File: src/rtl/subtractor_nbit_serial.sv
// Bit-serial N-bit subtractor: diff = a - b, LSB first, one bit per clock, start/done handshake.
// Build option SUB_SATURATE_EN: a final borrow clamps diff to zero (unsigned saturating subtract).
module subtractor_nbit_serial #(
  parameter int N = 10
) (
  input  logic         clk,
  input  logic         rst_n,
  input  logic         start,
  input  logic [N-1:0] a,
  input  logic [N-1:0] b,
  output logic         busy,
  output logic         done,
  output logic [N-1:0] diff,
  output logic         borrow
);

  localparam int CNT_W = (N > 2) ? $clog2(N) : 1;

  typedef enum logic {IDLE = 1'b0, RUN = 1'b1} state_t;

  state_t           state_q, state_d;
  logic [N-1:0]     a_sh_q, a_sh_d;
  logic [N-1:0]     b_sh_q, b_sh_d;
  logic [N-1:0]     res_q, res_d;
  logic [N-1:0]     diff_q, diff_d;
  logic [CNT_W-1:0] cnt_q, cnt_d;
  logic             br_q, br_d;
  logic             done_q, done_d;
  logic             borrow_q, borrow_d;

  logic             a0, b0, d_bit, br_next, last_bit;
  logic [N-1:0]     res_next;

  // State register
  always_ff @(posedge clk or negedge rst_n) begin
    if (!rst_n) begin
      state_q  <= IDLE;
      a_sh_q   <= '0;
      b_sh_q   <= '0;
      res_q    <= '0;
      diff_q   <= '0;
      cnt_q    <= '0;
      br_q     <= 1'b0;
      done_q   <= 1'b0;
      borrow_q <= 1'b0;
    end else begin
      state_q  <= state_d;
      a_sh_q   <= a_sh_d;
      b_sh_q   <= b_sh_d;
      res_q    <= res_d;
      diff_q   <= diff_d;
      cnt_q    <= cnt_d;
      br_q     <= br_d;
      done_q   <= done_d;
      borrow_q <= borrow_d;
    end
  end

  // One full-subtractor cell applied to the current LSBs
  always_comb begin
    a0       = a_sh_q[0];
    b0       = b_sh_q[0];
    d_bit    = a0 ^ b0 ^ br_q;
    br_next  = (~a0 & b0) | (~(a0 ^ b0) & br_q);
    res_next = {d_bit, res_q[N-1:1]};
    last_bit = (cnt_q == CNT_W'(N - 1));
  end

  // Next-state logic
  always_comb begin
    state_d = state_q;
    case (state_q)
      IDLE:    if (start)    state_d = RUN;
      RUN:     if (last_bit) state_d = IDLE;
      default:               state_d = IDLE;
    endcase
  end

  // Datapath and registered outputs
  always_comb begin
    a_sh_d   = a_sh_q;
    b_sh_d   = b_sh_q;
    res_d    = res_q;
    diff_d   = diff_q;
    cnt_d    = cnt_q;
    br_d     = br_q;
    done_d   = 1'b0;
    borrow_d = borrow_q;
    case (state_q)
      IDLE: begin
        if (start) begin
          a_sh_d = a;
          b_sh_d = b;
          br_d   = 1'b0;
          cnt_d  = '0;
        end
      end
      RUN: begin
        a_sh_d = a_sh_q >> 1;
        b_sh_d = b_sh_q >> 1;
        res_d  = res_next;
        br_d   = br_next;
        cnt_d  = cnt_q + CNT_W'(1);
        if (last_bit) begin
`ifdef SUB_SATURATE_EN
          diff_d = br_next ? '0 : res_next;
`else
          diff_d = res_next;
`endif
          borrow_d = br_next;
          done_d   = 1'b1;
        end
      end
      default: ;
    endcase
  end

  assign busy   = (state_q == RUN);
  assign done   = done_q;
  assign diff   = diff_q;
  assign borrow = borrow_q;

endmodule
File: config.mk
export PLATFORM = sky130hd
export DESIGN_NAME = subtractor_nbit_serial
export DESIGN_NICKNAME = d
export VERILOG_FILES = /design/src/rtl/subtractor_nbit_serial.sv
export SDC_FILE = /design/constraint.sdc
export NUM_CORES = 1
export LEC_CHECK = 0
export ABC_AREA = 1
export CAP_MARGIN = 20
export CORE_UTILIZATION = 40
export DETAILED_ROUTE_END_ITERATION = 16
export PLACE_DENSITY_LB_ADDON = 0.15
export SLEW_MARGIN = 10
export SYNTH_ARGS = -nofsm -noshare
export SYNTH_HDL_FRONTEND = slang
export SYNTH_SLANG_ARGS = --single-unit
File: constraint.sdc
create_clock -name clk -period 1.7 [get_ports clk]
set_input_delay 0.34 -clock clk [delete_from_list [all_inputs] [get_ports clk]]
set_output_delay 0.34 -clock clk [all_outputs]
set_load 0.005 [all_outputs]
Yosys cells after proc, flatten, opt, wreduce, memory -nomap -nowiden --
Cells that the tools add are included. Widths: inputs -> output; s select.
Storage, ports and cells: output and inout bits 13, input port bits 23, bits in latches 0, logic and storage cells 34, memory bits (read-only) 0, register bits after elaboration 48, memories kept 0, RAM bits 0
Operators by class: muxes and demuxes 13, equality and inequality tests 2, bitwise operators 8, order comparisons 0, multipliers 0, shift-type cells 0, $add $sub $neg 1, reduce and logical (&&, ||, !) cells 1, divide/modulo/power cells 0
Operator list (number):
- $pmux 10 s2 | 2
- $mux 10 | 2
- $pmux 4 s2 | 1
- $mux 1 | 5
- $add 4x1->4 const B | 1
- $eq 4x4->1 const B | 1
- $mux 4 | 1
- $pmux 1 s2 | 2
- $not 1->1 | 3
- $and 1x1->1 | 2
- $ne 2x2->1 const B | 1
- $reduce_and 2->1 | 1
- $xor 1x1->1 | 2
- $or 1x1->1 | 1

Logic depth before layout (Yosys ltp) --
Gate-level depths: netlist of run 1.
word-level depth 5, depth in mapped cells 8, gate-level depth less buffers 7

Least setup slack after synthesis of run 1 --
Ideal clock, no wire load.
path kind register -> register, start point register cnt_q[1], end point register diff_q[9] (netlist: diff[9]), setup slack 0.514 ns, arrival time 1.069 ns, required time 1.583 ns, clock period less this slack 1.186 ns, cell stages (with the launch flop) 9, setup time 0.117 ns, path buffers 1, cells stage by stage dfrtp_1 > inv_1 > ha_1 > inv_1 > nor2_1 > nand2_1 > buf_2 > nand2_1 > nand2_1
On the way: word-level cells in the longest chain between the ends 2
RTL lines:
- start: declaration | RTL line 26 | logic [CNT_W-1:0] cnt_q, cnt_d;
- start signal: assignment | RTL line 52 | cnt_q <= cnt_d;
- $eq 4x4->1 | RTL line 66 | last_bit = (cnt_q == CNT_W'(N - 1));
- $reduce_and 2->1 (no source line)
- end signal: assignment | RTL line 51 | diff_q <= diff_d;
- end: declaration | RTL line 25 | logic [N-1:0] diff_q, diff_d;
No other way between the ends. A chain may end at the register's enable or synchronous reset.

Final worst setup path of run 1 --
start point register state_q (netlist: busy), end point output busy
RTL lines:
- start: declaration | RTL line 21 | state_t state_q, state_d;
- start signal: assignment | RTL line 47 | state_q <= state_d;
- end: declaration | RTL line 11 | output logic busy,
No word-level cell between the ends.

==> impl_summary.txt, run 1 <==
----------------------------------------------------
[Pwr]
  PD cells ... 1635 nW/µm²
  Worst vdd ir ... 0.0005815 V
  Static leakage power ... 1.266 nW

[Logic synthesis]
  Number of library cell types mapped by synthesis ... 15
  Portion of the post-synthesis area used by sequential elements ... 59.34%
  Flip-flop and latch count after synthesis ... 47
  Area contributors post-synth ... sky130_fd_sc_hd__dfrtp_1 59%, sky130_fd_sc_hd__nand2_1 22%, sky130_fd_sc_hd__nand3_1 6.8%, sky130_fd_sc_hd__buf_2 2.3%, sky130_fd_sc_hd__inv_1 2.3%
  Yosys synthesis warning count ... 0
  Average size of a mapped cell ... 8.543 µm²
  Net count of the mapped netlist ... 258
  Post-Synthesis Cells ... 232
  Most area-hungry cell type in the Yosys netlist ... sky130_fd_sc_hd__dfrtp_1
  Area share of the largest cell type after synthesis ... 59.34%
  Post-synthesis cell area ... 1982 µm²

[Job]
  Number of maximum-capacitance constraint violations ... 0

[GRT]
  Grt total ovfl ... 0
  Global-route wire length before repair ... 6.486 mm
  Number of antenna violations at the first check in global routing ... 0
  Largest net degree at the start of global routing ... 27
  Number of global-route vias before repair ... 1510
  Overall global routing resource usage ... 16.08%

[Worst setup path]
  Data required time of the worst path ... 1360 ps
  Biggest fanout along the worst timing path ... 3
  Number of buffers and inverters on the critical path ... 1
  Worst Setup Path Type ... flip-flop to output port
  Critical-path cell with the highest stage delay ... sky130_fd_sc_hd__clkdlybuf4s50_1
  Series of cell instances along the critical path ... clkdlybuf4s50_1
  CP Capture Type ... output port
  Data arrival at the endpoint of the critical path ... 1200 ps
  Launching element type of the critical path ... flip-flop
  Critical path's top delay family ... buffers and inverters
  Longest individual stage delay on the worst path ... 520 ps

[Floorplan]
  Count of boundary I/O pins ... 36
  Standard-cell rows ... 25
  Core Region ... 4755 µm²
  Vert. Die Dim ... 72.39 µm
  Starting utilization of the core area ... 41.68%
  Die boundary width ... 72.39 µm
  Die Outline Area ... 5240 µm²

[STA]
  Final Hold Violating Endpoints ... 0
  Number of setup violations in the final report ... 0
  Setup repair after global routing missed its margin ... false
  Final period utilization ... 90.59%
  Fmax achieved ... 0.6493 GHz
  Transition at the pin with the smallest max-transition slack ... 501.5 ps
  Worst-case clock skew ... 2.632 ps
  Worst Hold Margin ... 4.544 ps
  Max-slew headroom at the worst pin ... 66.56%
  Post-route minimum period ... 1540 ps
  Total count of max-transition violations in the final report ... 0
  Sum Neg Setup Slack ... 0 ps

[Clock tree]
  Number of buffers on the longest clock path ... 2
  Skew-Pair Late Insertion Delay ... 290 ps
  CTS buffer count ... 5
  H-tree levels ... 2
  Clk Tree Root Cell ... sky130_fd_sc_hd__clkbuf_8
  Clock tree from TritonCTS ... done
  Clock transition at the registers of the reported paths ... 80 ps
  Clk sink count ... 47
  Post-CTS setup-driven buffer insertion count ... 0
  CTS Hold Buffers Added ... 0
  Count of instances resized after the clock tree is built ... 0

[Route]
  Number of design-rule violations left by the first detailed-router iteration ... 92
  Initial DRT Pass Iterations ... 4
  Routed WL ... 3.614 mm
  Drc violations ... 0
  Per-cell via count in the routed design ... 4.599
  Routed len/inst ... 10.66 µm
  Count of antenna-violating nets left after detailed routing ... 0
  Routed via count ... 1559

[Place]
  Post-Place Cell Area ... 2432 µm²
  HPWL after DPL ... 2.650 mm
  Gpl congestion ... 0.6962
  Number of buffer cells added on primary ports ... 35

[Final layout]
  Share of cells above drive strength 1 ... 6.985%
  Final layout net count ... 297
  Non-Filler Cell Area, Final ... 2516 µm²
  Number of fill cells in the layout ... 485
  Antenna Diode Count ... 0
  Area delta synth->final ... 26.96%

[Min path]
  Hold Crit Class ... input pin to async pin

[Status]
  Outcome ... complete, no violations

----------------------------------------------------
## routing by layer
| layer | share of wire, % | track usage (%) |
|---|---|---|
| met1 | 46 | 19.66 |
| met2 | 47 | 27.31 |
| met3 | 4.5 | 4.167 |
| met4 | 2.1 | 6.100 |
| met5 | 0 | 0 |
## power breakdown
group          switching (W)  total, W  internal, W  leakage [nW]
sequential          0.000285   0.00189      0.00161         0.603
clock               0.000357  0.000639     0.000282        0.0477
combinational       0.000835   0.00159     0.000750         0.615
total                0.00148   0.00411      0.00264          1.27
## cells in the mapped netlist
master	count
sky130_fd_sc_hd__buf_2	9
sky130_fd_sc_hd__buf_4	1
sky130_fd_sc_hd__buf_6	1
sky130_fd_sc_hd__dfrtp_1	47
sky130_fd_sc_hd__fa_1	1
sky130_fd_sc_hd__ha_1	2
sky130_fd_sc_hd__inv_1	12
sky130_fd_sc_hd__inv_2	2
sky130_fd_sc_hd__nand2_1	116
sky130_fd_sc_hd__nand3_1	27
sky130_fd_sc_hd__nand3b_1	1
sky130_fd_sc_hd__nor2_1	5
sky130_fd_sc_hd__o211ai_1	2
sky130_fd_sc_hd__o21ai_0	4
sky130_fd_sc_hd__o22ai_1	2
## cells in the final DEF, fill, tap and decap left out
master	n
sky130_fd_sc_hd__o21ai_0	4
sky130_fd_sc_hd__o211ai_1	2
sky130_fd_sc_hd__buf_12	2
sky130_fd_sc_hd__dfrtp_1	47
sky130_fd_sc_hd__clkdlybuf4s50_1	34
sky130_fd_sc_hd__buf_2	1
sky130_fd_sc_hd__inv_2	2
sky130_fd_sc_hd__nand3b_1	1
sky130_fd_sc_hd__clkinv_2	3
sky130_fd_sc_hd__ha_1	2
sky130_fd_sc_hd__buf_4	6
sky130_fd_sc_hd__clkbuf_8	5
sky130_fd_sc_hd__nand3_1	27
sky130_fd_sc_hd__nor2_1	5
sky130_fd_sc_hd__inv_1	12
sky130_fd_sc_hd__o22ai_1	2
sky130_fd_sc_hd__fa_1	1
sky130_fd_sc_hd__nand2_1	116
## final timing paths
path                              to  startpoint  slack (ps)  cells past startpoint
min in group clk             diff[9]     diff[9]         470                      2
min reg2reg                  diff[9]     diff[9]         470                      2
max in group asynchronous  a_sh_q[6]       rst_n        1190                      2
max reg2reg                  diff[7]        busy         310                      6
max                             busy        busy         160                      1
min                          diff[1]       rst_n           5                      1
## cell families (layout without fill, tap and decap cells)
kind of cell             after synthesis  count (layout)  share of synthesized area [%]
AO/OA/AOI/OAI                          8               8                          2.399
adder cells (fa/ha/maj)                3               3                          2.273
buffers and inverters                 25              65                          5.871
flip-flops                            47              47                          59.34
AND/OR/NAND/NOR                      149             149                          30.11
## area by class of cell
cell class / instances / area (µm²) / share of cell area [%]
clock buffer: 5 / 68.82 / 2.735
clock inverter: 3 / 15.01 / 0.5967
inverter: 14 / 52.55 / 2.089
multi-input combinational: 160 / 689.4 / 27.40
sequential: 47 / 1176 / 46.74
tap: 67 / 83.83 / 3.332
timing repair buffer: 43 / 430.4 / 17.11
## flip-flops by register name (all words and copies together) (netlist names)
name    flops
diff       10
busy        1
done        1
b_sh_q     10
res_q       9
borrow      1
br_q        1
cnt_q       4
a_sh_q     10
## through the flow
| stage | utilization, % | worst slack, ps | power, W | cells |
|---|---|---|---|---|
| final | 52.92 | 160.0 | 0.004115 | 339 |
| after global routing | 52.92 | 82.32 | 0.004514 | 339 |
| after CTS | 52.92 | 128.1 | 0.004189 | 339 |
| after floorplan | - | 514.3 | 0.002904 | 232 |
| after detailed placement | 51.16 | 225.4 | 0.003535 | 331 |
| after global placement | 51.16 | 259.2 | 0.003485 | 331 |
Power figures use the tool's default switching activity.
==> run 2, diff against run 1 <==
DONT_BUFFER_PORTS = 1   (was default)
==> impl_summary.txt, run 2 (synthesis gave the netlist of run 1 again) <==
----------------------------------------------------
[Pwr]
  Worst vdd ir ... 0.0005876 V (+1.0%)
  Power Total ... 0.003839 W (-6.7%)
  Static leakage power ... 1.136 nW (-10%)
  PD cells ... 1764 nW/µm² (+7.9%)

[Place]
  HPWL after DPL ... 2.459 mm (-7.2%)
  Number of buffer cells added on primary ports ... 0 (-100%)
  Setup WS pre-CTS ... 393.5 ps (+168.1 ps)
  Gpl congestion ... 0.7089 (+1.8%)

[Floorplan]
  Standard-cell rows ... 25 (unchanged)
  Die boundary width ... 72.39 µm (unchanged)
  Count of boundary I/O pins ... 36 (unchanged)
  Core Region ... 4755 µm² (unchanged)
  Die Outline Area ... 5240 µm² (unchanged)
  Starting utilization of the core area ... 41.68% (unchanged)
  Vert. Die Dim ... 72.39 µm (unchanged)

[Clock tree]
  CTS buffer count ... 5 (unchanged)
  Clk Tree Root Cell ... sky130_fd_sc_hd__clkbuf_8
  Clock tree from TritonCTS ... done
  Count of instances resized after the clock tree is built ... 0 (unchanged)
  H-tree levels ... 2 (unchanged)
  Clock transition at the registers of the reported paths ... 80 ps (about the same)
  Number of buffers on the longest clock path ... 2 (unchanged)
  Clk sink count ... 47 (unchanged)
  Skew-Pair Late Insertion Delay ... 290 ps (about the same)

[GRT]
  Overall global routing resource usage ... 16.18% (+0.091 points)
  Number of global-route vias before repair ... 1415 (-6.3%)
  Number of antenna violations at the first check in global routing ... 0 (unchanged)
  Largest net degree at the start of global routing ... 48 (+78%)
  Grt total ovfl ... 0 (unchanged)
  Global-route wire length before repair ... 6.479 mm (-0.11%)

[Route]
  Detailed-routed wire length on met2 ... 1.633 mm (-3.7%)
  Wl on met1 ... 1.803 mm (+7.3%)
  Per-cell via count in the routed design ... 4.600 (about the same)
  Routed via count ... 1403 (-10%)
  Routed len/inst ... 12.04 µm (+13%)
  Routed WL ... 3.673 mm (+1.6%)
  Count of antenna-violating nets left after detailed routing ... 0 (unchanged)
  Metal3 WL ... 193 µm (+20%)
  Max Used Layer ... met4
  Number of design-rule violations left by the first detailed-router iteration ... 44 (-52%)
  Initial DRT Pass Iterations ... 5 (+1)
  Drc violations ... 0 (unchanged)

[Min path]
  Hold-critical path depth ... 2
  Hold Crit Class ... input pin to flip-flop

[STA]
  Transition at the pin with the smallest max-transition slack ... 428.8 ps (-72.75 ps)
  Post-route minimum period ... 1304 ps (-236.0 ps)
  Fmax achieved ... 0.7668 GHz (+18%)
  Max-slew headroom at the worst pin ... 71.31% (+4.7 points)
  Final Hold Violating Endpoints ... 0 (unchanged)
  Sum Neg Setup Slack ... 0 ps (unchanged)
  Setup repair after global routing missed its margin ... false
  Number of setup violations in the final report ... 0 (unchanged)
  Final period utilization ... 76.71% (-14 points)
  Worst-case clock skew ... 3.302 ps (+0.6698 ps)
  Total count of max-transition violations in the final report ... 0 (unchanged)
  Worst setup margin ... 395.9 ps (+236.0 ps)

[Worst setup path]
  Biggest fanout along the worst timing path ... 12 (+9)
  Launching element type of the critical path ... flip-flop
  Number of cell instances on the worst register-to-register path ... 7 (+1)
  Slack of the worst reg-to-reg path ... 400 ps (+90 ps)
  CP Capture Type ... flip-flop
  Data arrival at the endpoint of the critical path ... 1490 ps (+290 ps)
  Data required time of the worst path ... 1890 ps (+530 ps)
  Worst Setup Path Type ... flip-flop to flip-flop

[Final layout]
  Commonest cells after routing, fill and taps aside ... 116 x sky130_fd_sc_hd__nand2_1, 47 x sky130_fd_sc_hd__dfrtp_1, 27 x sky130_fd_sc_hd__nand3_1
  Share of cells above drive strength 1 ... 7.563% (+0.58 points)
  Final layout net count ... 263 (-11%)
  Most common library cell in the layout ignoring fill and taps ... sky130_fd_sc_hd__nand2_1
  Antenna Diode Count ... 0 (unchanged)
  Area delta synth->final ... 9.786%

[Job]
  Number of maximum-capacitance constraint violations ... 0 (unchanged)

[Status]
  Outcome ... complete, no violations

----------------------------------------------------
## run 2: cell type report
cell class | count | area [µm²]
Inverter | 14 | 52.55
Clock inverter | 3 | 15.01
Multi-Input combinational cell | 160 | 689.4
Timing Repair Buffer | 9 | 90.09
Sequential cell | 47 | 1176
Fill cell | 517 | 2579
Clock buffer | 5 | 68.82
Tap cell | 67 | 83.83
## run 2: worst max-delay path, stage by stage (launching register included)
cell	delay [ps]
sky130_fd_sc_hd__dfrtp_1	400
sky130_fd_sc_hd__inv_1	80
sky130_fd_sc_hd__ha_1	140
sky130_fd_sc_hd__inv_1	30
sky130_fd_sc_hd__nor2_1	110
sky130_fd_sc_hd__nand2_1	250
sky130_fd_sc_hd__inv_1	150
sky130_fd_sc_hd__nor2_1	50
## run 2: final timing paths
kind,startpoint,endpoint
setup / recovery,cnt_q[1],busy
setup reg to reg,cnt_q[1],busy
hold reg to reg,b_sh_q[3],b_sh_q[2]
hold / removal,a[6],a_sh_q[6]
max in group asynchronous,rst_n,busy
min in group asynchronous,rst_n,done
## run 2: per-stage QoR
stage | instance area (µm²) | utilization, % | hold WS (ps) | instances
5_1_grt | 2176 | 45.76 | 148.3 | 305
2_1_floorplan | 1982 | - | 44.41 | 232
3_5_place_dp | 2054 | 43.21 | 46.28 | 295
3_3_place_gp | 2054 | 43.21 | 46.10 | 295
4_1_cts | 2176 | 45.76 | 151.5 | 305
6_report | 2176 | 45.76 | 160.6 | 305
## run 2: metal layers
metal	up-vias	global-route usage, %
li1	724	-
met2	32	24.82
met4	0	5.882
met1	643	21.33
met3	4	5.417
met5	-	0
## run 2: power by group
group          internal (W)  total (W)  switching, W
clock network      0.000282   0.000642      0.000361
logic              0.000490    0.00125      0.000764
registers           0.00161    0.00194      0.000335
## run 2: what timing repair did
item	in CTS	in global routing
hold buffers	2	0
buffers inserted	0	0
hold endpoints to repair	47	0
endpoints found under the setup margin	0	0
==> run 3, diff against run 2 <==
clock period = 1.13 ns   (was 1.7 ns; I/O delays follow)
==> impl_summary.txt, run 3 (synthesis gave the netlist of run 1 again) <==
----------------------------------------------------
[Status]
  Outcome ... finished, violations left
  Violated checks ... hold timing, setup timing

[Clock tree]
  Number of buffers on the longest clock path ... 2 (unchanged)
  Clock tree from TritonCTS ... done
  CTS buffer count ... 5 (unchanged)
  Skew-Pair Late Insertion Delay ... 300 ps (about the same)
  Clk sink count ... 47 (unchanged)
  H-tree levels ... 2 (unchanged)
  Clk Tree Root Cell ... sky130_fd_sc_hd__clkbuf_8
  Clock transition at the registers of the reported paths ... 90 ps (about the same)

[Floorplan]
  Vert. Die Dim ... 72.39 µm (unchanged)
  Count of boundary I/O pins ... 36 (unchanged)
  Starting utilization of the core area ... 41.68% (unchanged)
  Core Region ... 4755 µm² (unchanged)
  Standard-cell rows ... 25 (unchanged)
  Die boundary width ... 72.39 µm (unchanged)
  Die Outline Area ... 5240 µm² (unchanged)

[Final layout]
  Final design utilization ... 49.08% (+3.3 points)
  Area delta synth->final ... 17.74%
  Final layout net count ... 273 (+3.8%)
  Share of cells above drive strength 1 ... 16.94% (+9.4 points)
  Commonest cells after routing, fill and taps aside ... 115 x sky130_fd_sc_hd__nand2_1, 46 x sky130_fd_sc_hd__dfrtp_1, 26 x sky130_fd_sc_hd__nand3_1
  Number of fill cells in the layout ... 487 (-5.8%)
  Non-Filler Cell Area, Final ... 2333 µm² (+7.2%)
  Antenna Diode Count ... 0 (unchanged)
  Most common library cell in the layout ignoring fill and taps ... sky130_fd_sc_hd__nand2_1

[Place]
  Gpl congestion ... 0.7203 (+1.6%)
  Number of buffer cells added on primary ports ... 0 (unchanged)
  Post-Place Cell Area ... 2137 µm² (+4.0%)
  Setup WS pre-CTS ... -117.7 ps (-511.2 ps)
  HPWL after DPL ... 2.512 mm (+2.1%)

[Worst setup path]
  Launching element type of the critical path ... flip-flop
  Worst Setup Path Type ... flip-flop to output port
  Series of cell instances along the critical path ... buf_6
  Biggest fanout along the worst timing path ... 9 (-3)
  CP Capture Type ... output port
  Data required time of the worst path ... 900 ps (-990 ps)
  Longest individual stage delay on the worst path ... 490 ps (+90 ps)
  Slack of the worst reg-to-reg path ... -10 ps (-410 ps)
  Number of buffers and inverters on the critical path ... 1 (-2)
  Critical path's top delay family ... flip-flops
  Data arrival at the endpoint of the critical path ... 960 ps (-530 ps)
  Critical-path cell with the highest stage delay ... sky130_fd_sc_hd__dfrtp_2

[Route]
  Number of design-rule violations left by the first detailed-router iteration ... 58 (+32%)
  Count of antenna-violating nets left after detailed routing ... 0 (unchanged)
  Routed WL ... 3.719 mm (+1.3%)
  Routed via count ... 1446 (+3.1%)
  Drc violations ... 0 (unchanged)
  Per-cell via count in the routed design ... 4.590 (-0.21%)
  Routed len/inst ... 11.81 µm (-2.0%)
  Initial DRT Pass Iterations ... 4 (-1)

[GRT]
  Global-route wire length before repair ... 6.555 mm (+1.2%)
  Largest net degree at the start of global routing ... 48 (unchanged)
  Number of global-route vias before repair ... 1446 (+2.2%)
  Overall global routing resource usage ... 16.25% (+0.079 points)
  Number of antenna violations at the first check in global routing ... 0 (unchanged)
  Grt total ovfl ... 0 (unchanged)

[STA]
  Fmax achieved ... 0.8443 GHz
  Post-route minimum period ... 1184 ps
  Number of setup violations in the final report ... 3 (+3)
  Total count of max-transition violations in the final report ... 0 (unchanged)
  Max-slew headroom at the worst pin ... 86.34% (+15 points)
  Worst-case clock skew ... 8.317 ps (+5.015 ps)
  Transition at the pin with the smallest max-transition slack ... 205.0 ps (-223.8 ps)
  Worst Hold Margin ... -388.9 ps (-549.5 ps)
  Setup repair after global routing missed its margin ... true
  Final period utilization ... 104.8%
  Final Hold Violating Endpoints ... 47 (+47)
  Worst setup margin ... -54.45 ps (-450.4 ps)

[Pwr]
  Static leakage power ... 1.198 nW (+5.4%)
  Worst vdd ir ... 0.001098 V (+87%)
  PD cells ... 2756 nW/µm² (+56%)

[Min path]
  Hold Crit Class ... input pin to async pin

[Job]
  Number of maximum-capacitance constraint violations ... 0 (unchanged)

----------------------------------------------------
[run 3: per-stage QoR]
step | TNS [ps] | total power, W | cells
2_1_floorplan | -30.48 | 0.004392 | 232
3_3_place_gp | -2344 | 0.005009 | 304
3_5_place_dp | -3167 | 0.005067 | 304
4_1_cts | -112.1 | 0.006295 | 314
5_1_grt | -920.8 | 0.007015 | 315
6_report | -67.24 | 0.006430 | 315
[run 3: layer usage]
metal / global-route usage, % / routed length [µm] / part of all wire (%)
met3: 5.139 / 145 / 3.9
met2: 25.55 / 1677 / 45
met4: 5.882 / 42 / 1.1
met1: 21.13 / 1854 / 50
met5: 0 / 0 / 0
[run 3: final timing paths]
kind | end | start | cells after the start
setup reg to reg | diff[9] | br_q | 4
min in group clk | a_sh_q[6] | a[6] | 2
hold / removal | diff[5] | rst_n | 0
setup / recovery | busy | busy | 1
max in group asynchronous | b_sh_q[7] | rst_n | 0
hold reg to reg | a_sh_q[6] | a_sh_q[7] | 2
[run 3: cell type report]
class | instances | area, µm² | share of cell area [%]
Clock buffer | 5 | 68.82 | 2.949
Clock inverter | 3 | 25.02 | 1.072
Inverter | 14 | 55.05 | 2.359
Multi-Input combinational cell | 160 | 740.7 | 31.74
Sequential cell | 47 | 1177 | 50.46
Tap cell | 67 | 83.83 | 3.592
Timing Repair Buffer | 19 | 182.7 | 7.828
[run 3: power breakdown]
| group | internal, W | total [W] | switching, W | leakage, nW |
|---|---|---|---|---|
| Sequential | 0.00242 | 0.00295 | 0.000531 | 0.603 |
| Clock | 0.000443 | 0.00102 | 0.000581 | 0.0443 |
| Combinational | 0.00116 | 0.00246 | 0.00130 | 0.551 |
[run 3: worst register-to-register path, cell delays in order, from the launching register on]
cell	delay (ps)
sky130_fd_sc_hd__dfrtp_1	340
sky130_fd_sc_hd__inv_2	50
sky130_fd_sc_hd__fa_2	590
sky130_fd_sc_hd__nand3_2	60
sky130_fd_sc_hd__nand2_1	60
[run 3: timing repair]
| item | CTS | global route |
|---|---|---|
| hold endpoints to repair | 47 | 47 |
| cloned | 0 | 1 |
| endpoints found under the setup margin | 48 | 46 |
| pin swaps | 4 | 2 |
| gates resized for setup | 12 | 15 |
| setup buffers | 2 | 0 |
